File: config.mk
export PLATFORM = sky130hd
export DESIGN_NAME = ysyx_22050019_wbu
export DESIGN_NICKNAME = d
export VERILOG_FILES = /design/src/rtl/ysyx_22050019_wbu.sv
export SDC_FILE = /design/constraint.sdc
export NUM_CORES = 1
export LEC_CHECK = 0
export BUFFER_PORTS_ARGS = -buffer_cell sky130_fd_sc_hd__buf_2
export CAP_MARGIN = 10
export CELL_PAD_IN_SITES_DETAIL_PLACEMENT = 0
export CELL_PAD_IN_SITES_GLOBAL_PLACEMENT = 1
export CORE_AREA = 2 2 176 178
export CTS_BUF_LIST = sky130_fd_sc_hd__clkbuf_4 sky130_fd_sc_hd__clkbuf_8
export DETAILED_ROUTE_END_ITERATION = 8
export DIE_AREA = 0 0 178 180
export PLACE_DENSITY = 0.78
export SETUP_SLACK_MARGIN = 0.5
export SKIP_CTS_REPAIR_TIMING = 1
export SLEW_MARGIN = 0
export SYNTH_ARGS = -nofsm -noshare
export SYNTH_HDL_FRONTEND = slang
export SYNTH_SLANG_ARGS = --single-unit
export TNS_END_PERCENT = 50
File: constraint.sdc
create_clock -name clk -period 10.1 [get_ports clk]
set_clock_uncertainty 0.1 [all_clocks]
set_input_delay 0 -clock clk [delete_from_list [all_inputs] [get_ports clk]]
set_output_delay 0 -clock clk [all_outputs]
set_load 0.02 [all_outputs]
File: src/rtl/ysyx_22050019_wbu.sv
// Writeback unit: arbitrates EXU/LSU results, formats loads, drives the GPR write port
// one cycle later and tracks per-register pending writes for decode hazard stalls.
module ysyx_22050019_wbu #(
  parameter int DATA_WIDTH = 64,
  parameter int ADDR_WIDTH = 5
) (
  input  logic                  clk,
  input  logic                  rst,
  input  logic                  exu_valid,
  output logic                  exu_ready,
  input  logic [ADDR_WIDTH-1:0] exu_rd,
  input  logic [DATA_WIDTH-1:0] exu_data,
  input  logic [DATA_WIDTH-1:0] exu_pc,
  input  logic                  lsu_valid,
  output logic                  lsu_ready,
  input  logic [ADDR_WIDTH-1:0] lsu_rd,
  input  logic [DATA_WIDTH-1:0] lsu_raw,
  input  logic [2:0]            lsu_off,
  input  logic [1:0]            lsu_size,
  input  logic                  lsu_unsigned,
  input  logic [DATA_WIDTH-1:0] lsu_pc,
  input  logic                  iss_valid,
  input  logic [ADDR_WIDTH-1:0] iss_rd,
  output logic [31:0]           busy,
  output logic                  wen,
  output logic [ADDR_WIDTH-1:0] waddr,
  output logic [DATA_WIDTH-1:0] wdata,
  output logic                  commit_valid,
  output logic [DATA_WIDTH-1:0] commit_pc
);

  function automatic logic [DATA_WIDTH-1:0] fmt_load(
    input logic [DATA_WIDTH-1:0] raw,
    input logic [2:0]            off,
    input logic [1:0]            size,
    input logic                  uns
  );
    logic [DATA_WIDTH-1:0] sh;
    sh = raw >> {off, 3'b000};
    case (size)
      2'd0:    fmt_load = {{(DATA_WIDTH-8){sh[7] & ~uns}}, sh[7:0]};
      2'd1:    fmt_load = {{(DATA_WIDTH-16){sh[15] & ~uns}}, sh[15:0]};
      2'd2:    fmt_load = {{(DATA_WIDTH-32){sh[31] & ~uns}}, sh[31:0]};
      default: fmt_load = sh;
    endcase
  endfunction

  logic                  w_take_lsu_p0;
  logic                  w_take_exu_p0;
  logic [DATA_WIDTH-1:0] w_load_p0;
  logic [31:0]           w_set;
  logic [31:0]           w_clr;

  logic                  r_vld_p1;
  logic [ADDR_WIDTH-1:0] r_rd_p1;
  logic [DATA_WIDTH-1:0] r_data_p1;
  logic [DATA_WIDTH-1:0] r_pc_p1;
  logic [31:0]           r_busy;

  // Stage p0: fixed-priority acceptance, LSU wins
  assign lsu_ready     = 1'b1;
  assign exu_ready     = !lsu_valid;
  assign w_take_lsu_p0 = lsu_valid;
  assign w_take_exu_p0 = exu_valid && !lsu_valid;
  assign w_load_p0     = fmt_load(lsu_raw, lsu_off, lsu_size, lsu_unsigned);

  // Stage p1: output register, drained every cycle since the register file never stalls
  always_ff @(posedge clk or posedge rst) begin
    if (rst) begin
      r_vld_p1  <= 1'b0;
      r_rd_p1   <= '0;
      r_data_p1 <= '0;
      r_pc_p1   <= '0;
    end else begin
      r_vld_p1 <= w_take_lsu_p0 || w_take_exu_p0;
      if (w_take_lsu_p0) begin
        r_rd_p1   <= lsu_rd;
        r_data_p1 <= w_load_p0;
        r_pc_p1   <= lsu_pc;
      end else if (w_take_exu_p0) begin
        r_rd_p1   <= exu_rd;
        r_data_p1 <= exu_data;
        r_pc_p1   <= exu_pc;
      end
    end
  end

  assign wen          = r_vld_p1 && (r_rd_p1 != '0);
  assign waddr        = r_rd_p1;
  assign wdata        = r_data_p1;
  assign commit_valid = r_vld_p1;
  assign commit_pc    = r_pc_p1;

  // Scoreboard: a new producer's set overrides the retiring write's clear; x0 never pends
  assign w_set = iss_valid ? (32'd1 << iss_rd) : 32'd0;
  assign w_clr = wen ? (32'd1 << waddr) : 32'd0;

  always_ff @(posedge clk or posedge rst) begin
    if (rst) begin
      r_busy <= '0;
    end else begin
      r_busy <= ((r_busy & ~w_clr) | w_set) & ~32'd1;
    end
  end

  assign busy = r_busy;

endmodule

==> metrics.md <==
| Metric | Value |
|---|---|
| Status | finished, violations left |
| Violated checks | hold timing |
| Number of routed nets with antenna violations | 0 |
| Netlist cell types | 47 |
| Avg Cell Area, Syn | 9.29 µm² |
| Total Neg Setup Slack | 0 ps |
| Max_cap viols | 0 |
| CP Launch Type | input pin |
| Layout area overhead | 59.1% |
| Initial antenna violation count | 7 |
| Post-synth EDFFs | 0 |
| CTS Buffer Depth | 2 |
| Min Tclk post-route | 3110 ps |
| Worst skew pair latency | 470 ps |
| Flop-to-flop setup slack | 7980 ps |
| Layout Nets | 1928 |
| Fin. Hold Viols | 2 |
| Die Wd | 178 µm |
| # setup viols final | 0 |
| Tightest Hold Check Type | input pin to flop |
| Fraction of registers with async set/reset | 100% |
| Cells after Synth | 997 |
| Placed Cells | 1766 |
| Worst VDD drop | 0.0762 mV |
| Drt first pass iters | 5 |
| Synth Warn # | 0 |
| Actual slew at the worst max-slew pin | 1200 ps |
| Pre-CTS WS | 7080 ps |
| Main synth FF type | dfrtp_1 |
| Final wirelength | 39200 µm |
| Hpwl dp | 27400 µm |
| Core footprint | 30200 µm² |
| Crit Path Max Fanout | 55 |
| Via count | 10400 |
| Max-slew headroom at the worst pin | 19.7% |
| Avg WL per Cell | 19.0 µm |
| First-pass GRT wire length | 53900 µm |
| Gr ovfl total | 0 |
| Number of DRC markers in iteration 0 | 570 |
| Final setup margin | 6990 ps |
| Hold slack final | -23.8 ps |
| Clk root buf | clkbuf_8 |
| CTS tree | done |
| Share of the synthesized area in the top cell type | 44.6% |
| Die Ht | 180 µm |
| Worst setup EP type | flop |
| F_max | 321 MHz |
| Row cnt | 64 |
| Layout cells sized above 1 | 32.4% |
| Syn_nets | 1279 |
| Leakage power figure | 6.99 nW |
| H-tree depth | 4 |
| Buffers on Ports | 448 |
| Non-filler cells, final | 2060 |
| WS Path Type | input pin to flop |
| Total track usage | 22.0% |
| GP Congestion | 0.906 |
| Clock Pin Slew Worst Setup and Hold Paths | 110 ps |
| CP required | 10420 ps |
| Full die area | 32000 µm² |
| Residual DRC | 0 |
| Seq/Total Area, Yosys | 44.6% |
| Final period util | 30.8% |
| Vias in the first global route | 9189 |
| Via/cell ratio | 5.07 |
| Clock sink count | 165 |
| I/O pin cnt | 451 |
| Largest net degree at the start of global routing | 97 |
| P per Cell Area | 138 nW/µm² |
| Area contributors post-synth | dfrtp_1 (45%), mux2i_1 (14%), o21ai_0 (7.5%) |
| Max-slew violation count | 0 |
| RSZ-0062 raised after global routing | no |
| FF+latch count, synth | 165 |
| Cell taking the most area after synthesis | dfrtp_1 |
| Total CTS buffers | 17 |
| Initial Utilization | 30.7% |
| Mapped cell area | 9260 µm² |
| Tot Pwr | 2.04 mW |
| Fillers | 2852 |
| Worst path arrival time | 3430 ps |
==> flip-flops by register name, indices dropped and copies added, names as in the netlist <==
name and count:
waddr 5, commit_pc 64, wdata 64, busy 31, commit_valid 1
==> per-layer routing <==
| metal | global-route usage, % | wire length [µm] | vias to the layer above |
|---|---|---|---|
| li1 | - | - | 4886 |
| met1 | 29.3 | 16300 | 5055 |
| met4 | 6.10 | 955 | 2 |
| met3 | 5.14 | 2600 | 67 |
| met5 | 0 | 13 | - |
| met2 | 35.5 | 19300 | 424 |
==> through the flow <==
| step | util (%) | instance area (µm²) |
|---|---|---|
| final | 48.8 | 14700 |
| after global routing | 48.8 | 14700 |
| after global placement | 38.9 | 11700 |
| after CTS | 40.2 | 12100 |
| after detailed placement | 38.9 | 11700 |
| after floorplan | - | 9260 |
==> path summary, 6_finish.rpt <==
check                      cells after the start         from       endpoint
setup / recovery                               8   lsu_off[1]      wdata[40]
hold / removal                                 4  lsu_raw[61]      wdata[29]
setup reg to reg                               5     waddr[0]        busy[5]
hold reg to reg                                2     wdata[9]       wdata[9]
max in group asynchronous                      4          rst  commit_pc[59]
min in group asynchronous                      3          rst   commit_pc[3]
==> cell usage in the layout, fill, tap and decap left out, types with 9 or more instances in the layout <==
master | synthesis | layout
nor2b_1 | 19 | 19
a21oi_1 | 66 | 66
nand2b_1 | 9 | 9
nand2_1 | 159 | 159
or2_2 | 10 | 10
a211oi_1 | 14 | 14
mux2i_1 | 129 | 129
o21ai_1 | 42 | 42
clkbuf_8 | 0 | 18
dfrtp_1 | 165 | 165
dlygate4sd3_1 | 0 | 257
buf_2 | 7 | 445
o21ai_0 | 138 | 138
nor3_1 | 10 | 10
nand3b_1 | 9 | 9
mux2_2 | 30 | 30
a221o_1 | 14 | 14
nor2_1 | 24 | 23
==> final cells by class <==
class                      count  area [µm²]  area share [%]
multi-input combinational    748        4790            32.5
tap                          396         495            3.36
antenna                        5        12.5          0.0849
clock inverter                14         164            1.11
sequential                   165        4130            28.0
clock buffer                  18         248            1.68
timing repair buffer         711        4870            33.1
inverter                       3        16.3           0.110
==> cells by family (layout without fill, tap and decap cells) <==
kind of cell	count (synthesis)	count (layout)	share of synthesized area, %
mux	162	162	18.0
compound gates	322	322	20.6
simple gates	262	262	13.0
other cells	2	7	0.0811
buf+inv	84	746	3.76
flops	165	165	44.6
==> report_power, final <==
| part | switching, mW | internal, mW |
|---|---|---|
| logic | 0.400 | 0.303 |
| registers | 0.0641 | 0.761 |
| clock network | 0.313 | 0.195 |
| total | 0.777 | 1.26 |
==> synthesized netlist by cell type (3+ instances only) <==
cell type and instances:
mux2i_1 129, o21ai_0 138, a221o_1 14, nand3_1 5
nand3b_1 9, inv_1 3, nor3_1 10, nand2b_1 9
buf_1 13, nand2_1 159, nor2b_1 19, or2_2 10
or3_1 3, a22oi_1 8, and3_1 7, mux2_2 30
a211oi_1 14, nor2_1 24, a21oi_1 66, a32oi_1 8
o22ai_1 8, clkbuf_1 56, dfrtp_1 165, o2bb2ai_1 7
buf_2 7, a2bb2oi_1 7, o21ai_1 42
==> critical path, stage by stage <==
cell	delay [ps]
buf_2	80
buf_4	570
mux2_4	320
o22ai_2	120
nor4_4	880
or3_1	620
a221o_1	250
dlygate4sd3_1	540
Power figures use the tool's default switching activity.
